**src/rtl/tile_collision_probe_pkg.sv**
```systemverilog
// Shared level geometry, tile codes and probe-stage state encoding.
package tile_collision_probe_pkg;

  localparam int LEVEL_W    = 2048;
  localparam int LEVEL_H    = 15;
  localparam int TILE_SHIFT = 3;
  localparam int SCREEN_W   = 160;
  localparam int SCREEN_H   = 120;
  localparam int ADDR_W     = 15;

  localparam logic [3:0] TILE_SKY = 4'd0;

  typedef enum logic [2:0] {
    ST_IDLE,
    ST_LATCH,
    ST_ISSUE,
    ST_DRAIN,
    ST_DONE
  } probe_state_e;

  // Probe order: two left, two right, two up, two down.
  localparam logic [2:0] PROBE_LAST = 3'd7;

endpackage

```
**src/rtl/tile_collision_probe_addr_calc.sv**
```systemverilog
// Pixel coordinate to level tile address, with an out-of-level indication.
// Also used by drawBackground for its address math.
module tile_addr_calc
  import tile_collision_probe_pkg::*;
(
  input  logic [32:0]       px,
  input  logic [7:0]        py,
  output logic [ADDR_W-1:0] addr,
  output logic              out_of_range
);

  logic [32:0] col;
  logic [7:0]  row;

  // Full-width column/row so wrapped (negative) coordinates land out of range.
  always_comb begin
    col          = px >> TILE_SHIFT;
    row          = py >> TILE_SHIFT;
    out_of_range = (col >= 33'(LEVEL_W)) || (row >= 8'(LEVEL_H));
    addr         = ADDR_W'(33'(row) * 33'(LEVEL_W) + col);
  end

endmodule

```
**src/rtl/tile_collision_probe.sv**
```systemverilog
// Background collision probe: reads 8 tiles around the character box and
// reduces them to left/right/up/down blocked flags for the main game FSM.
module tile_collision_probe
  import tile_collision_probe_pkg::*;
#(
  parameter int SOLID_MIN   = 1,
  parameter int MEM_LATENCY = 1
) (
  input  logic              clock,
  input  logic              reset,
  input  logic              enable,
  input  logic [31:0]       x_location,
  input  logic [6:0]        y_location,
  input  logic [4:0]        width,
  input  logic [4:0]        height,
  input  logic [3:0]        tile_code,
  output logic [ADDR_W-1:0] mem_addr,
  output logic              mem_busy,
  output logic              left,
  output logic              right,
  output logic              up,
  output logic              down,
  output logic              done
);

  probe_state_e state_q, state_d;

  logic [2:0]  cnt_q;
  logic [31:0] x_q;
  logic [6:0]  y_q;
  logic [4:0]  w_q, h_q;

  logic [32:0] xs, ws, probe_x;
  logic [7:0]  ys, hs, probe_y;
  logic        probe_edge;
  logic [ADDR_W-1:0] probe_addr;
  logic        probe_oor;

  logic        vld_p [0:MEM_LATENCY];
  logic [2:0]  idx_p [0:MEM_LATENCY];
  logic        frc_p [0:MEM_LATENCY];

  logic        cap_hit, last_cap;
  logic [7:0]  res_q, res_d;

  logic        issuing, busy_d;
  logic [ADDR_W-1:0] addr_d;

  function automatic logic [3:0] side_flags(input logic [7:0] r);
    return {r[0] | r[1], r[2] | r[3], r[4] | r[5], r[6] | r[7]};
  endfunction

  tile_addr_calc u_calc (
    .px           (probe_x),
    .py           (probe_y),
    .addr         (probe_addr),
    .out_of_range (probe_oor)
  );

  // Probe coordinate for the current counter value; edge cases forced solid.
  always_comb begin
    xs         = {1'b0, x_q};
    ys         = {1'b0, y_q};
    ws         = {28'd0, w_q};
    hs         = {3'd0, h_q};
    probe_x    = xs;
    probe_y    = ys;
    probe_edge = 1'b0;
    case (cnt_q)
      3'd0: begin probe_x = xs - 33'd1; probe_edge = (x_q == '0); end
      3'd1: begin probe_x = xs - 33'd1; probe_y = ys + hs - 8'd1; probe_edge = (x_q == '0); end
      3'd2: begin probe_x = xs + ws; end
      3'd3: begin probe_x = xs + ws; probe_y = ys + hs - 8'd1; end
      3'd4: begin probe_y = ys - 8'd1; probe_edge = (y_q == '0); end
      3'd5: begin probe_x = xs + ws - 33'd1; probe_y = ys - 8'd1; probe_edge = (y_q == '0); end
      3'd6: begin probe_y = ys + hs; end
      default: begin probe_x = xs + ws - 33'd1; probe_y = ys + hs; end
    endcase
  end

  // Merge the returning tile (or forced result) into the 8-bit result vector.
  always_comb begin
    cap_hit  = frc_p[MEM_LATENCY] || (tile_code >= 4'(SOLID_MIN));
    res_d    = res_q;
    if (vld_p[MEM_LATENCY]) res_d[idx_p[MEM_LATENCY]] = cap_hit;
    last_cap = vld_p[MEM_LATENCY] && (idx_p[MEM_LATENCY] == PROBE_LAST);
  end

  // Next state, port ownership and next memory address.
  always_comb begin
    state_d = state_q;
    unique case (state_q)
      ST_IDLE:  if (enable) state_d = ST_LATCH;
      ST_LATCH: state_d = enable ? ST_ISSUE : ST_IDLE;
      ST_ISSUE: begin
        if (!enable)                  state_d = ST_IDLE;
        else if (cnt_q == PROBE_LAST) state_d = ST_DRAIN;
      end
      ST_DRAIN: begin
        if (!enable)       state_d = ST_IDLE;
        else if (last_cap) state_d = ST_DONE;
      end
      ST_DONE:  if (!enable) state_d = ST_IDLE;
      default:  state_d = ST_IDLE;
    endcase
    issuing = (state_q == ST_ISSUE) && (state_d != ST_IDLE);
    busy_d  = ((state_q == ST_ISSUE) || (state_q == ST_DRAIN)) &&
              ((state_d == ST_ISSUE) || (state_d == ST_DRAIN));
    addr_d  = '0;
    if (issuing)     addr_d = probe_addr;
    else if (busy_d) addr_d = mem_addr;
  end

  // Control: state, counter, memory port, valid pipeline and flags.
  always_ff @(posedge clock or posedge reset) begin
    if (reset) begin
      state_q  <= ST_IDLE;
      cnt_q    <= '0;
      mem_addr <= '0;
      mem_busy <= 1'b0;
      left     <= 1'b0;
      right    <= 1'b0;
      up       <= 1'b0;
      down     <= 1'b0;
      for (int i = 0; i <= MEM_LATENCY; i++) vld_p[i] <= 1'b0;
    end else begin
      state_q  <= state_d;
      mem_addr <= addr_d;
      mem_busy <= busy_d;
      cnt_q    <= issuing ? cnt_q + 3'd1 : 3'd0;
      // Address stage: vld_p[0] lines up with mem_addr, vld_p[MEM_LATENCY] with tile_code.
      vld_p[0] <= issuing;
      for (int i = 1; i <= MEM_LATENCY; i++) vld_p[i] <= vld_p[i-1] && busy_d;
      if ((state_q == ST_DRAIN) && (state_d == ST_DONE))
        {left, right, up, down} <= side_flags(res_d);
    end
  end

  // Data: latched geometry, probe index/forced pipeline and result vector.
  always_ff @(posedge clock) begin
    if (state_q == ST_LATCH) begin
      x_q   <= x_location;
      y_q   <= y_location;
      w_q   <= width;
      h_q   <= height;
      res_q <= '0;
    end else begin
      res_q <= res_d;
    end
    idx_p[0] <= cnt_q;
    frc_p[0] <= probe_edge | probe_oor;
    for (int i = 1; i <= MEM_LATENCY; i++) begin
      idx_p[i] <= idx_p[i-1];
      frc_p[i] <= frc_p[i-1];
    end
  end

  assign done = (state_q == ST_DONE);

endmodule
```
**config.mk**
```make
export PLATFORM = sky130hd
export DESIGN_NAME = tile_collision_probe
export DESIGN_NICKNAME = d
export VERILOG_FILES = /design/src/rtl/tile_collision_probe_pkg.sv /design/src/rtl/tile_collision_probe_addr_calc.sv /design/src/rtl/tile_collision_probe.sv
export SDC_FILE = /design/constraint.sdc
export NUM_CORES = 1
export LEC_CHECK = 0
export ABC_AREA = 1
export BUFFER_PORTS_ARGS = -buffer_cell sky130_fd_sc_hd__buf_2
export CAP_MARGIN = 20
export CELL_PAD_IN_SITES_DETAIL_PLACEMENT = 1
export CELL_PAD_IN_SITES_GLOBAL_PLACEMENT = 2
export CORE_MARGIN = 2
export CORE_UTILIZATION = 36
export CTS_CLUSTER_DIAMETER = 50
export CTS_CLUSTER_SIZE = 20
export DETAILED_ROUTE_END_ITERATION = 6
export PLACE_DENSITY_LB_ADDON = 0.1
export SETUP_SLACK_MARGIN = 0.05
export SKIP_LAST_GASP = 1
export SLEW_MARGIN = 10
export SYNTH_ARGS = -nofsm -noshare
export SYNTH_HDL_FRONTEND = slang
export SYNTH_SLANG_ARGS = --single-unit
export TNS_END_PERCENT = 100
```
**constraint.sdc**
```tcl
create_clock -name clock -period 9.48 [get_ports clock]
set_input_delay 1.896 -clock clock [delete_from_list [all_inputs] [get_ports clock]]
set_output_delay 1.896 -clock clock [all_outputs]
set_load 0.005 [all_outputs]
```
==> flow_metrics.py, run 1 <==
metrics = {
    "logic_synthesis": {
        "synth_edf_count": 49,
        "yosysTopAreaCell": "edfxtp_1",
        "synth-seq-area-share_pct": 36.3,
        "synth_cell_types": 49,
        "synthArstFlopShare_pct": 30.1,
        "yosys_register_bits": 93,
        "syn_area_per_cell_um2": 6.72,
        "postSynthCellCount": 1023,
        "synth_common_cells": "nand2_1 (350), nand3_1 (125), inv_1 (107)",
        "synth_area_um2": 6870,
        "ys_warn_count": 0,
        "yosysMostFrequentCell": "nand2_1",
        "synth_top_area_share_pct": 21.4,
        "ys_top_cells_by_area": "edfxtp_1 (21%), nand2_1 (19%), dfrtp_1 (10%)",
        "synthFlopType": "edfxtp_1",
        "mappedNetlistNets": 1101,
    },
    "cts": {
        "clock_path_buffers": 2,
        "cts_inserted_buffers": 9,
        "root_buffer": "clkbuf_16",
        "htreeDepth": 3,
        "cts_setup_buffers": 0,
        "clk-insertion-delay-late_ns": 0.35,
        "cts_tree": "yes",
        "clkSinkCount": 93,
        "cts_resized": 0,
        "ctsHoldBuffers": 0,
        "cts.clk_slew.worst_paths_ns": 0.06,
    },
    "timing": {
        "finalSetupViolations": 0,
        "period_minus_slack_ns": 4.60,
        "final_max_slew_viol_count": 0,
        "period_share_pct": 48.5,
        "worst_pin_slew_ns": 0.967,
        "fmax_mhz": 217,
        "hold_violations": 0,
        "clock_skew_ns": 0.0130,
        "maxSlewHeadroom_pct": 35.3,
        "rsz0062_at_grt": "false",
        "finalSetupTns_ns": 0,
    },
    "critical_path": {
        "path_buf_inv": 4,
        "cp_common_cell": "nand2_1",
        "crit_path_max_fanout": 34,
        "worstSetupPathType": "reg -> reg",
        "critPathMaxStageDelay_ns": 0.65,
        "crit_chain": "inv_1, ha_1, inv_1, nand2_1, nand2_2, inv_2, nand2_1, nand2_1, nand3_2, nor2_4, nand3_4, nor2_8, nand3_2, nand3_1, nand3_1, nand2_1, inv_1, ha_1, fa_1, or2_2, a32o_1",
        "critPathLaunchType": "flop",
        "cp.required_ns": 9.71,
        "end_kind": "flop",
        "critical_path.slowest_cell": "inv_2",
        "crit_family": "simple AND/OR/NAND/NOR gates",
        "cp_data_arrival_time_ns": 4.83,
    },
    "global_routing": {
        "grt_first_pass_wirelength_mm": 36.1,
        "grtUsageTotal_pct": 22.7,
        "antenna_found_initial": 0,
        "grt_pass1_vias": 6894,
        "grt_max_degree": 37,
        "grt-ovfl-total": 0,
    },
    "route": {
        "firstDrtPassIters": 4,
        "drc": 0,
        "wire_per_inst_um": 16.2,
        "drt_iter0_markers": 235,
        "totalWireLength_mm": 21.7,
        "num_vias": 6728,
        "ant_nets": 0,
        "vias_per_cell": 5.02,
    },
    "worst_hold_path": {
        "hold_class": "reg -> reg",
    },
    "final_layout": {
        "nets": 1178,
        "regArea_um2": 2490,
        "fillers": 2465,
        "drive_above_1_share_pct": 12.8,
        "multi_input_area_um2": 3870,
        "syn2layout_area_growth_pct": 13.6,
        "fin_area_um2": 7810,
    },
    "placed_design": {
        "dp_hpwl_mm": 17.9,
        "dpl_cell_area_um2": 7520,
        "place_congestion": 0.847,
        "portBuffers": 76,
    },
    "flow_run": {
        "cap_violations": 0,
    },
    "floorplan": {
        "dieWidth_um": 142,
        "rows": 50,
        "start_util_pct": 36.7,
        "fp.dieH_um": 142,
        "core_area_um2": 18700,
        "io_pins": 77,
        "die_area_um2": 20200,
    },
    "power_and_ir_drop": {
        "leakage_nw": 3.80,
        "ir_drop_uv": 88.1,
        "power_density_nw_per_um2": 187,
    },
    "run_status": {
        "status": "completed",
    },
}
-- sequential cells by signal (all words and copies together) (netlist names), 3 cells and up --
register	count
cnt_q	3
h_q	5
idx_p	6
mem_addr	15
res_q	8
state_q	3
w_q	5
x_q	32
y_q	7
-- cell usage in the layout (no fill, tap or decap), types with 3 or more instances in the layout --
cell type / count
a21oi_1: 24
a22o_1: 5
buf_2: 76
buf_4: 4
clkbuf_16: 9
clkinv_1: 5
dfrtp_1: 28
dfxtp_1: 16
edfxtp_1: 49
fa_1: 3
ha_1: 19
inv_1: 107
inv_2: 9
mux2i_1: 4
nand2_1: 350
nand2_2: 12
nand3_1: 125
nand3_2: 4
nand4_1: 23
nor2_1: 103
nor2_2: 8
nor2_4: 5
nor3_1: 11
nor4_1: 4
o211ai_1: 6
o21a_1: 4
o21ai_0: 49
o21ai_1: 5
or2_2: 3
xor2_1: 4
-- metrics by stage --
stage	util, %	std cells	hold slack (ns)	worst slack, ns	total power, mW
detailed placement	40.2	1323	0.313	4.90	1.11
floorplan	-	1023	0.310	4.71	0.945
finish	41.7	1340	0.327	4.88	1.46
CTS	41.7	1339	0.330	4.81	1.48
global placement	40.2	1323	0.310	5.04	1.10
global route	41.7	1339	0.338	4.48	1.58
-- layer usage --
layer  vias up  global-route usage (%)  wire length [µm]
met5         -                       0                 0
met4         0                    4.84               206
met3        14                    2.09               423
met2        76                    39.5             10500
met1      3113                    30.7             10600
li1       3525                       -                 -
-- report_power, final --
| part | internal, mW | total, mW | switching (mW) |
|---|---|---|---|
| Combinational | 0.175 | 0.558 | 0.383 |
| Sequential | 0.491 | 0.543 | 0.0528 |
| Clock | 0.183 | 0.359 | 0.176 |
-- final timing paths --
path | startpoint | end | slack [ns] | cells past startpoint
setup / recovery | cnt_q[0] | mem_addr[13] | 4.88 | 21
hold / removal | idx_p[0][0] | idx_p[0][3] | 0.33 | 0
setup reg to reg | cnt_q[0] | mem_addr[13] | 4.88 | 21
hold reg to reg | idx_p[0][0] | idx_p[0][3] | 0.33 | 0
max in group asynchronous | reset | mem_addr[2] | 7.58 | 3
min in group asynchronous | reset | state_q[2] | 1.60 | 3
-- final cells by class --
| type | instances | area share [%] |
|---|---|---|
| clock inverters | 7 | 0.721 |
| repair buffers | 80 | 5.26 |
| inverters | 121 | 5.82 |
| flip-flops and latches | 93 | 31.9 |
| well taps | 234 | 3.75 |
| clock buffers | 9 | 2.88 |
| diodes | 1 | 0.0321 |
| multi-input cells | 795 | 49.6 |
-- cell families (layout without fill, tap and decap cells) --
| kind of cell | Yosys count | count (layout) | share of synthesized area (%) |
|---|---|---|---|
| AO/OA/AOI/OAI | 104 | 104 | 8.61 |
| XOR/XNOR | 6 | 6 | 0.765 |
| adder cells (fa/ha/maj) | 22 | 22 | 4.33 |
| buffers and inverters | 135 | 217 | 7.45 |
| flip-flops | 93 | 93 | 36.3 |
| multiplexers | 4 | 4 | 0.583 |
| other | 0 | 1 | 0 |
| AND/OR/NAND/NOR | 659 | 659 | 42.0 |
No activity file was read; power rests on OpenSTA's default activity.
==> run 2: changes to the inputs <==
Settings changed: ABC_AREA 1 to 0, CORE_UTILIZATION 36 to 37.
Clock period 9.48 ns to 4.6 ns, I/O delays scaled along.
==> flow_metrics.py, run 2 <==
metrics = {
    "run_status": {
        "status": "completed",
    },
    "critical_path": {
        "critPathLaunchType": "flop",
        "rr_worst_depth": 12,
        "cp_data_arrival_time_ns": 4.39,
        "timing.rr.end": "frc_p[0][0]",
        "worstSetupPathType": "reg -> reg",
        "cp.required_ns": 4.83,
        "crit_chain": "ha_1, fa_1, xor2_1, nor3_1, o21ai_1, o31ai_4, nand2_2, or4b_4, nor2_4, o31ai_2, or4_1, or4_1",
        "timing.rr.start": "x_q[0]",
        "path_buf_inv": 0,
        "rrSetupSlack_ns": 0.44,
        "critPathMaxStageDelay_ns": 0.63,
        "cp_common_cell": "or4_1",
        "crit_family": "simple AND/OR/NAND/NOR gates",
        "end_kind": "flop",
        "crit_path_max_fanout": 7,
        "critical_path.slowest_cell": "or4b_4",
    },
    "logic_synthesis": {
        "mappedNetlistNets": 795,
        "ys_top_cells_by_area": "edfxtp_1 (23%), dfrtp_1 (11%), dfxtp_1 (5.0%)",
        "syn_area_per_cell_um2": 9.00,
        "postSynthCellCount": 717,
        "synthArstFlopShare_pct": 30.1,
        "synth_edf_count": 49,
        "yosysTopAreaCell": "edfxtp_1",
        "synth_common_cells": "nand2_1 (61), nor2_1 (60), edfxtp_1 (49)",
        "synth-seq-area-share_pct": 38.6,
        "synth_top_area_share_pct": 22.8,
        "synthFlopType": "edfxtp_1",
        "yosys_register_bits": 93,
        "yosysMostFrequentCell": "nand2_1",
        "synth_area_um2": 6450,
        "ys_warn_count": 0,
        "synth_cell_types": 84,
    },
    "worst_hold_path": {
        "hold_class": "reg -> reg",
        "hold_path_end": "idx_p[0][3]",
        "min_path_cells": 0,
        "hold_start": "idx_p[0][0]",
    },
    "global_routing": {
        "antenna_found_initial": 0,
        "grt-ovfl-total": 0,
        "grt_max_degree": 58,
        "grtUsageTotal_pct": 21.9,
        "grt_pass1_vias": 5958,
        "grt_first_pass_wirelength_mm": 31.8,
    },
    "route": {
        "drt_iter0_markers": 229,
        "vias_per_cell": 5.78,
        "num_vias": 5851,
        "ant_nets": 0,
        "drc": 0,
        "firstDrtPassIters": 5,
        "wire_per_inst_um": 19.4,
        "totalWireLength_mm": 19.7,
    },
    "floorplan": {
        "io_pins": 77,
        "fp.dieH_um": 136,
        "start_util_pct": 37.6,
        "dieWidth_um": 136,
        "die_area_um2": 18500,
        "rows": 48,
        "core_area_um2": 17200,
    },
    "timing": {
        "rsz0062_at_grt": "false",
        "fmax_mhz": 240,
        "hold_violations": 0,
        "period_share_pct": 90.5,
        "finalSetupViolations": 0,
        "worst_pin_slew_ns": 0.850,
        "finalSetupTns_ns": 0,
        "clock_skew_ns": 0.00776,
        "final_max_slew_viol_count": 0,
        "maxSlewHeadroom_pct": 42.9,
        "period_minus_slack_ns": 4.16,
    },
    "final_layout": {
        "syn2layout_area_growth_pct": 14.9,
        "diodes": 0,
        "final_cell_mix": "buf_2 (76), nand2_1 (61), nor2_1 (59), edfxtp_1 (49), o21ai_0 (44)",
        "drive_above_1_share_pct": 17.3,
        "nets": 860,
        "top_register": "x_q",
        "reg.largest.list": "x_q (32), mem_addr (15), res_q (8)",
        "final_common_cell": "buf_2",
        "fin_cells": 1012,
        "largest_register_ffs": 32,
        "final_util_pct": 43.2,
    },
    "placed_design": {
        "dp_hpwl_mm": 15.1,
        "place_congestion": 0.882,
        "portBuffers": 76,
        "place_inst": 995,
    },
    "cts": {
        "clock_path_buffers": 2,
        "cts_setup_buffers": 0,
        "clkSinkCount": 93,
        "htreeDepth": 3,
        "ctsHoldBuffers": 0,
        "cts_resized": 0,
        "cts_inserted_buffers": 9,
        "root_buffer": "clkbuf_16",
        "cts.clk_slew.worst_paths_ns": 0.07,
        "clk-insertion-delay-late_ns": 0.35,
        "cts_tree": "yes",
    },
    "power_and_ir_drop": {
        "leakage_nw": 2.81,
        "power_density_nw_per_um2": 292,
        "ir_drop_uv": 195,
    },
    "flow_run": {
        "cap_violations": 0,
    },
}
## run 2: cells by family (layout without fill, tap and decap cells)
kind of cell	count (synthesis)	count (layout)	synth area share, %
mux	20	20	3.16
xor+xnor	47	47	6.38
flops	93	93	38.6
simple gates	292	292	23.4
fa+ha+maj	22	22	4.61
compound gates	184	184	19.9
buf+inv	59	129	3.88
## run 2: through the flow
stage | setup WS [ns] | hold WS, ns | instance area (µm²) | power, mW
finish | 0.439 | 0.333 | 7410 | 2.17
global route | 0.106 | 0.343 | 7410 | 2.28
CTS | 0.179 | 0.335 | 7380 | 2.19
detailed placement | 0.173 | 0.322 | 7090 | 1.46
global placement | 0.387 | 0.311 | 7090 | 1.44
floorplan | 0.682 | 0.310 | 6460 | 1.32
## run 2: power breakdown
part / internal [mW] / leakage [nW] / total, mW / switching, mW
registers: 0.941 / 0.968 / 1.02 / 0.0761
logic: 0.171 / 1.70 / 0.431 / 0.259
clock network: 0.385 / 0.143 / 0.718 / 0.333
total: 1.50 / 2.81 / 2.17 / 0.668
## run 2: layout make-up
| cell class | count | area, µm² |
|---|---|---|
| Fill cell | 2026 | 9760 |
| Multi-Input combinational cell | 565 | 3740 |
| Sequential cell | 93 | 2490 |
| Timing Repair Buffer | 97 | 558 |
| Tap cell | 225 | 282 |
| Clock buffer | 10 | 239 |
| Inverter | 16 | 60.1 |
| Clock inverter | 6 | 46.3 |
## run 2: how the worst max path moves through the flow
stage	to	depth (start not counted)	slack, ns	from
floorplan	mem_addr[12]	13	0.68	x_q[0]
detailed placement	mem_addr[12]	12	0.17	x_q[0]
CTS	mem_addr[12]	12	0.18	x_q[0]
finish	frc_p[0][0]	12	0.44	x_q[0]
global placement	mem_addr[12]	12	0.39	x_q[0]
global route	mem_addr[14]	17	0.11	x_q[0]
## run 2: routing by layer
| layer | track usage, % | up-vias | wire length [µm] |
|---|---|---|---|
| li1 | - | 2838 | - |
| met2 | 36.7 | 122 | 9250 |
| met4 | 7.41 | 0 | 399 |
| met1 | 29.3 | 2867 | 9330 |
| met5 | 0 | - | 0 |
| met3 | 2.61 | 24 | 688 |
